<file path="src/rtl/display_pkg.sv">
// Shared types and constants for the display sequencer: FSM states, the
// "no write" position code and the largest value the 8-digit display can show.
package display_pkg;

  typedef enum logic [1:0] {
    IDLE,
    CONVERT,
    WRITE,
    DONE
  } state_t;

  localparam logic [3:0]  NO_POS            = 4'hF;
  localparam int unsigned MAX_DISPLAY_VALUE = 99_999_999;
  localparam int          DIGITS            = 8;

endpackage

</file>
<file path="src/rtl/bcd_adjust.sv">
// Double-dabble correction step: adds 3 to every BCD nibble that is 5 or more,
// so that the following left shift carries correctly into the next decade.
module bcd_adjust #(
  parameter int DIGITS = 8
) (
  input  logic [4*DIGITS-1:0] bcd_in,
  output logic [4*DIGITS-1:0] bcd_out
);

  for (genvar i = 0; i < DIGITS; i++) begin : g_nibble
    assign bcd_out[4*i +: 4] = (bcd_in[4*i +: 4] >= 4'd5) ? bcd_in[4*i +: 4] + 4'd3
                                                           : bcd_in[4*i +: 4];
  end

endmodule

</file>
<file path="src/rtl/display_seq.sv">
// Converts a binary value to BCD with a serial double-dabble, then writes the
// digits to display positions 0..DIGITS-1, least significant digit first.
module display_seq
  import display_pkg::*;
#(
  parameter int WIDTH  = 27,
  parameter int DIGITS = display_pkg::DIGITS
) (
  input  logic             clock,
  input  logic             reset,
  input  logic             start,
  input  logic [WIDTH-1:0] value,
  output logic             busy,
  output logic             done,
  output logic             overflow,
  output logic [3:0]       data_out,
  output logic [3:0]       pos_out
);

  localparam int SR_W   = 4*DIGITS + WIDTH;
  localparam int ITER_W = $clog2(WIDTH);
  localparam int IDX_W  = $clog2(DIGITS);
  localparam logic [WIDTH-1:0] MAX_VAL = MAX_DISPLAY_VALUE[WIDTH-1:0];

  state_t              state_q, state_d;
  logic [SR_W-1:0]     sr_q, sr_d, sr_shift;
  logic [ITER_W-1:0]   iter_q, iter_d;
  logic [IDX_W-1:0]    idx_q, idx_d;
  logic                busy_q, busy_d;
  logic                done_q, done_d;
  logic                overflow_q, overflow_d;
  logic [3:0]          data_q, data_d;
  logic [3:0]          pos_q, pos_d;
  logic [4*DIGITS-1:0] bcd_adj;

  bcd_adjust #(.DIGITS(DIGITS)) u_bcd_adjust (
    .bcd_in  (sr_q[SR_W-1:WIDTH]),
    .bcd_out (bcd_adj)
  );

  // Upper bits hold the BCD digits, lower WIDTH bits the binary still to shift in.
  assign sr_shift = {bcd_adj, sr_q[WIDTH-1:0]} << 1;

  always_comb begin
    state_d    = state_q;
    sr_d       = sr_q;
    iter_d     = iter_q;
    idx_d      = idx_q;
    busy_d     = busy_q;
    done_d     = 1'b0;
    overflow_d = 1'b0;
    data_d     = 4'd0;
    pos_d      = NO_POS;
    case (state_q)
      IDLE: begin
        if (start) begin
          busy_d = 1'b1;
          if (value > MAX_VAL) begin
            state_d    = DONE;
            done_d     = 1'b1;
            overflow_d = 1'b1;
          end else begin
            state_d = CONVERT;
            sr_d    = {{(4*DIGITS){1'b0}}, value};
            iter_d  = '0;
          end
        end
      end
      CONVERT: begin
        sr_d = sr_shift;
        if (iter_q == ITER_W'(WIDTH-1)) begin
          state_d = WRITE;
          idx_d   = '0;
          pos_d   = 4'd0;
          data_d  = sr_shift[WIDTH +: 4];
        end else begin
          iter_d = iter_q + 1'b1;
        end
      end
      WRITE: begin
        if (idx_q == IDX_W'(DIGITS-1)) begin
          state_d = DONE;
          done_d  = 1'b1;
        end else begin
          idx_d  = idx_q + 1'b1;
          pos_d  = 4'(idx_d);
          data_d = sr_q[WIDTH + 4*int'(idx_d) +: 4];
        end
      end
      DONE: begin
        state_d = IDLE;
        busy_d  = 1'b0;
      end
      default: state_d = IDLE;
    endcase
  end

  always_ff @(posedge clock or negedge reset) begin
    if (!reset) begin
      state_q    <= IDLE;
      sr_q       <= '0;
      iter_q     <= '0;
      idx_q      <= '0;
      busy_q     <= 1'b0;
      done_q     <= 1'b0;
      overflow_q <= 1'b0;
      data_q     <= 4'd0;
      pos_q      <= NO_POS;
    end else begin
      state_q    <= state_d;
      sr_q       <= sr_d;
      iter_q     <= iter_d;
      idx_q      <= idx_d;
      busy_q     <= busy_d;
      done_q     <= done_d;
      overflow_q <= overflow_d;
      data_q     <= data_d;
      pos_q      <= pos_d;
    end
  end

  assign busy     = busy_q;
  assign done     = done_q;
  assign overflow = overflow_q;
  assign data_out = data_q;
  assign pos_out  = pos_q;

endmodule

</file>
<file path="config.mk">
export PLATFORM = sky130hd
export DESIGN_NAME = display_seq
export DESIGN_NICKNAME = d
export VERILOG_FILES = /design/src/rtl/display_pkg.sv /design/src/rtl/bcd_adjust.sv /design/src/rtl/display_seq.sv
export SDC_FILE = /design/constraint.sdc
export NUM_CORES = 1
export LEC_CHECK = 0
export CORE_ASPECT_RATIO = 0.7
export CORE_MARGIN = 10
export CORE_UTILIZATION = 40
export DETAILED_ROUTE_END_ITERATION = 12
export SLEW_MARGIN = 15
export SYNTH_ARGS = -nofsm -noshare
export SYNTH_HDL_FRONTEND = slang
export SYNTH_SLANG_ARGS = --single-unit
</file>
<file path="constraint.sdc">
create_clock -name clock -period 5.15 [get_ports clock]
set_input_delay 0.7725 -clock clock [delete_from_list [all_inputs] [get_ports clock]]
set_output_delay 0.7725 -clock clock [all_outputs]
set_load 0.05 [all_outputs]
</file>
Word level (Yosys, flattened, before mapping)
Cells that the tools add are included.
{"block": "totals", "rom_bits": 0, "input_bits": 30, "memories": 0, "latchBits": 0, "reg_bits": 80, "mem_bits_rw": 0, "elab_cells": 86, "output_inout_bits": 11}
{"block": "op_classes", "add_sub_neg": 11, "n_reduce_logical": 9, "bitwise": 0, "magnitude_cmp": 9, "n_div": 0, "eq_ne": 11, "n_shift": 1, "muxes": 36, "n_mul": 0}
{"cell": "$mux W59", "count": 2}
{"cell": "$pmux W59 S2", "count": 1}
{"cell": "$shiftx A59 B7 Y4", "count": 1}
{"cell": "$mux W4", "count": 11}
{"cell": "$ge A4 B3 Y1 const B", "count": 8}
{"cell": "$add A4 B2 Y4 const B", "count": 7}
{"cell": "$gt A27 B27 Y1 const B", "count": 1}
{"cell": "$pmux W4 S2", "count": 2}
{"cell": "$mux W5", "count": 3}
{"cell": "$ne A2 B2 Y1 const B", "count": 6}
{"cell": "$pmux W5 S2", "count": 1}
{"cell": "$mux W3", "count": 3}
{"cell": "$reduce_and A3 Y1", "count": 3}
{"cell": "$mux W2", "count": 4}
{"cell": "$pmux W2 S4", "count": 1}
{"cell": "$add A5 B5 Y6 const A", "count": 1}
{"cell": "$pmux W3 S2", "count": 1}
{"cell": "$reduce_bool A2 Y1", "count": 3}
{"cell": "$add A5 B1 Y5 const B", "count": 1}
{"cell": "$eq A5 B5 Y1 const B", "count": 1}
{"cell": "$mux W1", "count": 5}
{"cell": "$eq A2 B2 Y1 const B", "count": 2}
{"cell": "$pmux W1 S2", "count": 2}
{"cell": "$reduce_and A4 Y1", "count": 1}
{"cell": "6 further kinds", "count": 6}

Longest topological paths before layout
{"block": "depth", "word_depth": 5, "ltp_mapped": 9}

Modules after synthesis
Synthesis repeated with hierarchy kept, for this count alone.
{"block": "unflattened", "hier_cells": 626, "area_unflattened_um2": 5574.1}
{"module": "display_seq", "instances": 1, "seq_area_each_um2": 2006.9, "cells_per_inst": 498, "area_each_um2": 4763.3}
{"module": "bcd_adjust", "instances": 1, "seq_area_each_um2": 0.0, "cells_per_inst": 128, "area_each_um2": 810.8}

Worst setup path before layout
Ideal clock, no wire load.
{"block": "synth_path", "path_type": "input to register", "start": "input port value[17]", "end": "register sr_q[29]", "arrival_time_ns": 2.206, "setup_slack_ns": 2.819, "path_buffers": 1, "cell_stages": 6, "path_cell_list": "nand4b_1 -> o31a_2 -> o21ai_4 -> a2bb2oi_2 -> buf_4 -> mux2_2"}
{"block": "synth_via", "elab_chain_cells": 3}
{"element": "from (decl)", "line_no": "display_seq.sv:12", "rtl": "input logic [WIDTH-1:0] value,"}
{"element": "$gt A27 B27 Y1", "line_no": "display_seq.sv:58", "rtl": "if (value > MAX_VAL) begin"}
{"element": "$ne A2 B2 Y1 (no source line)"}
{"element": "$reduce_and A3 Y1 (no source line)"}
{"element": "to (signal assigned)", "line_no": "display_seq.sv:111", "rtl": "sr_q <= sr_d;"}
{"element": "to (decl)", "line_no": "display_seq.sv:26", "rtl": "logic [SR_W-1:0] sr_q, sr_d, sr_shift;"}
No other way between the ends.
A chain may end at the register's enable or synchronous reset.

Final worst setup path
{"block": "layout_path", "start": "input port value[18]", "end": "register iter_q[4]"}
{"block": "layout_via", "elab_chain_cells": 3}
{"element": "$gt A27 B27 Y1", "line_no": "display_seq.sv:58"}
{"element": "$ne A2 B2 Y1 (no source line)"}
{"element": "$reduce_and A4 Y1 (no source line)"}
{"element": "to (signal assigned)", "line_no": "display_seq.sv:112", "rtl": "iter_q <= iter_d;"}
{"element": "to (decl)", "line_no": "display_seq.sv:27", "rtl": "logic [ITER_W-1:0] iter_q, iter_d;"}
No other way between the ends.

==> impl_metrics.csv <==
group,metric,value,unit
critical_path,arrival,3.75,ns
hold_path,whs_path_depth,2,
final_layout,stdcell_area,0.00575,mm^2
drt,detail-route-antenna-nets,0,
critical_path,regToRegSetupSlack,2.06,ns
pwr,cellLeakagePower,0.00238,uW
clock_tree,cts_setup_buffers,0,
logic_synthesis,synth_cell_types,59,
final_layout,area_delta_synth_final,15.9,%
drt,wl_per_cell,19.0,um
critical_path,crit_type,"in2reg",
clock_tree,cts_tree,"yes",
clock_tree,cts_buffer_depth,2,
hold_path,hold_start,"idx_q[1]",
final_layout,diodes,0,
placed_design,placed_area,0.00544,mm^2
timing,fmax,0.288,GHz
final_layout,layoutNonFillerInstCount,670,
final_layout,drive_gt1_frac,0.138,
logic_synthesis,async_reset_ff_frac,1.00,
critical_path,r2r-end,"iter_q[4]",
logic_synthesis,synthCells,480,
timing,finalClockSkew,0.00649,ns
timing,finalMaxSlewViolations,0,
global_route,grt_pass1_vias,3801,
clock_tree,htree_num_levels,3,
timing,tightest_slew,1.02,ns
critical_path,rr_worst_depth,9,
global_route,grt_pass1_wl,20700,um
drt,drt_iter0_markers,280,
timing,rsz0062_at_grt,"false",
placed_design,dp_hpwl,8960,um
final_layout,fillers,1086,
logic_synthesis,synth_edf_count,0,
die,initial_core_util,0.416,
critical_path,worst_setup_path_end_kind,"flip-flop",
global_route,grt-ovfl-total,0,
die,die_x,153,um
clock_tree,cts_buffers,9,
critical_path,worstPathCellList,"clkdlybuf4s50_1, nand4b_1, o31a_2, o21ai_4, a2bb2oi_2, buf_4, a221o_1",
clock_tree,cts_hold_buffers,0,
placed_design,gp_congestion,0.831,
die,std_cell_rows,33,
die,ios,41,
clock_tree,root_buffer,"clkbuf_16",
timing,setup_viol,0,
logic_synthesis,synth-seq-cells,80,
placed_design,placedCellCount,654,
placed_design,io_buffers,40,
drt,wl,12700,um
outcome,outcome,"finished, final reports clean",
timing,finalCritPeriodShare,0.675,
drt,first_pass_iters,5,
critical_path,r2r_start,"state_q[0]",
logic_synthesis,syn-num-nets,535,
critical_path,path_delay_family,"compound AO/OA/AOI/OAI gates",
pwr,power,2970,uW
global_route,grt_max_degree,81,
die,core-area,0.0119,mm^2
critical_path,cp_num_buf_inv,2,
clock_tree,cts_resized,0,
critical_path,critPathMaxStageDelay,0.62,ns
die,die_h,113,um
global_route,antenna_found_initial,0,
timing,hold_violations,0,
flow_run,drv_cap,0,
critical_path,slowest_stage,"a2bb2oi_2",
clock_tree,clk_pin_slew,0.06,ns
clock_tree,clkLatencyLatePin,0.33,ns
drt,dr_total_vias,3957,
logic_synthesis,ys_seq_area_frac,0.404,
timing,fin_tns_setup,0,ns
pwr,powerDensity,516,mW/mm^2
logic_synthesis,syn_area,0.00496,mm^2
global_route,track_usage,0.144,
critical_path,cp-start-kind,"primary input",
final_layout,fin_nets,563,
critical_path,crit_required,5.42,ns
hold_path,worstHoldPathType,"reg2reg",
drt,vias_per_cell,5.91,
drt,drc,0,
logic_synthesis,synth_flop_cell,"dfrtp_1",
pwr,peakVddDrop,271,uV
logic_synthesis,yosysWarningCount,0,
critical_path,cp_max_fo,25,
timing,fin_crit,3.48,ns
logic_synthesis,syn_avg_cell_area,10.3,um^2
hold_path,hold_end,"idx_q[1]",
die,fp.dieArea,0.0173,mm^2
clock_tree,cts_sinks,80,
timing,max_slew_margin,0.320,
[per-stage QoR]
step           hold WS (ns)  setup WS, ns   util
2_1_floorplan         0.454          2.82      -
3_3_place_gp          0.473          1.46  0.456
3_5_place_dp          0.495          1.36  0.456
4_1_cts               0.510          1.73  0.482
5_1_grt               0.537          1.59  0.482
6_report              0.509          1.67  0.482
[cells by family after synthesis]
family | Yosys count | synth area share
XOR/XNOR | 14 | 0.0247
multiplexers | 15 | 0.0509
buffers and inverters | 78 | 0.0711
adder cells (fa/ha/maj) | 25 | 0.0630
AO/OA/AOI/OAI | 158 | 0.266
flip-flops | 80 | 0.404
AND/OR/NAND/NOR | 110 | 0.120
[registers in the layout (all words and copies together) (netlist names)]
name      cells
iter_q        5
busy          1
overflow      1
pos_out       4
sr_q         59
idx_q         3
data_out      4
state_q       2
done          1
[synthesized netlist by cell type, drive strengths merged, types with 3 or more instances]
cell type  instances  area [um^2]
a21oi             31          155
or3                4         25.0
a221o              9         90.1
o22ai             12         75.1
clkbuf            15         57.6
buf               15          115
and2               8         50.1
ha                25          313
nor2              18         70.1
and3               8         50.1
mux2i              5         50.1
a22o              23          201
a221oi            24          323
nand2b            13         81.3
dfrtp             76         1900
mux4               8          180
o32ai             13          114
dfstp              4          105
nand2             27          101
inv               48          180
xor2               6         52.6
nand3              9         50.1
nor3              13         87.6
o221a              3         33.8
xnor2              8         70.1
o21ai             25          136
[final cells by class]
| class | instances | area [um^2] | area share |
|---|---|---|---|
| inverters | 48 | 180 | 0.0313 |
| repair buffers | 47 | 450 | 0.0783 |
| well taps | 157 | 196 | 0.0342 |
| flip-flops and latches | 80 | 2010 | 0.349 |
| clock buffers | 10 | 229 | 0.0398 |
| multi-input cells | 322 | 2600 | 0.453 |
| clock inverters | 6 | 85.1 | 0.0148 |
[power by group]
part | switching [uW] | internal, uW | leakage (uW)
sequential | 165 | 814 | 0.000996
combinational | 795 | 518 | 0.00124
clock | 250 | 423 | 0.000148
[routing by layer]
| layer | wire length (um) | share of wire | global-route usage | vias to the layer above |
|---|---|---|---|---|
| met2 | 5340 | 0.42 | 0.197 | 101 |
| met3 | 652 | 0.051 | 0.0356 | 10 |
| met4 | 108 | 0.0085 | 0.0393 | 0 |
| met5 | 0 | 0 | 0 | - |
| met1 | 6600 | 0.52 | 0.217 | 1981 |
| li1 | - | - | - | 1865 |
[worst max path at each step]
stage | endpoint | cells after the start | start
2_1_floorplan | sr_q[29] | 6 | value[17]
3_3_place_gp | sr_q[34] | 7 | value[17]
3_5_place_dp | iter_q[4] | 7 | value[18]
4_1_cts | iter_q[4] | 7 | value[18]
5_1_grt | sr_q[58] | 7 | value[18]
6_report | iter_q[4] | 7 | value[18]
[cells in the final DEF (no fill, tap or decap), types with 3 or more instances in the layout]
master / Yosys / final
dfrtp_1: 76 / 76
inv_1: 48 / 48
clkdlybuf4s50_1: 0 / 39
a21oi_1: 31 / 31
nand2_1: 27 / 27
ha_1: 25 / 25
o21ai_0: 24 / 24
a22o_1: 23 / 23
a221oi_2: 18 / 18
nor2_1: 17 / 17
nand2b_1: 13 / 13
o32ai_1: 13 / 13
o22ai_1: 12 / 12
nor3_1: 11 / 11
a221o_1: 9 / 9
clkbuf_16: 0 / 9
xnor2_1: 8 / 8
mux4_2: 8 / 8
and2_1: 8 / 8
nand3_1: 8 / 8
and3_1: 8 / 8
buf_4: 1 / 8
a221oi_1: 6 / 6
xor2_1: 6 / 6
mux2i_1: 5 / 5
or3_1: 4 / 4
dfstp_2: 4 / 4
o221a_2: 3 / 3
[tightest hold or removal path, delay by kind of cell (launching register included)]
kind,cells,cell delay [ns]
flip-flops,1,0.36
AO/OA/AOI/OAI,1,0.06
AND/OR/NAND/NOR,1,0.05
No activity file was read; power rests on OpenSTA's default activity.
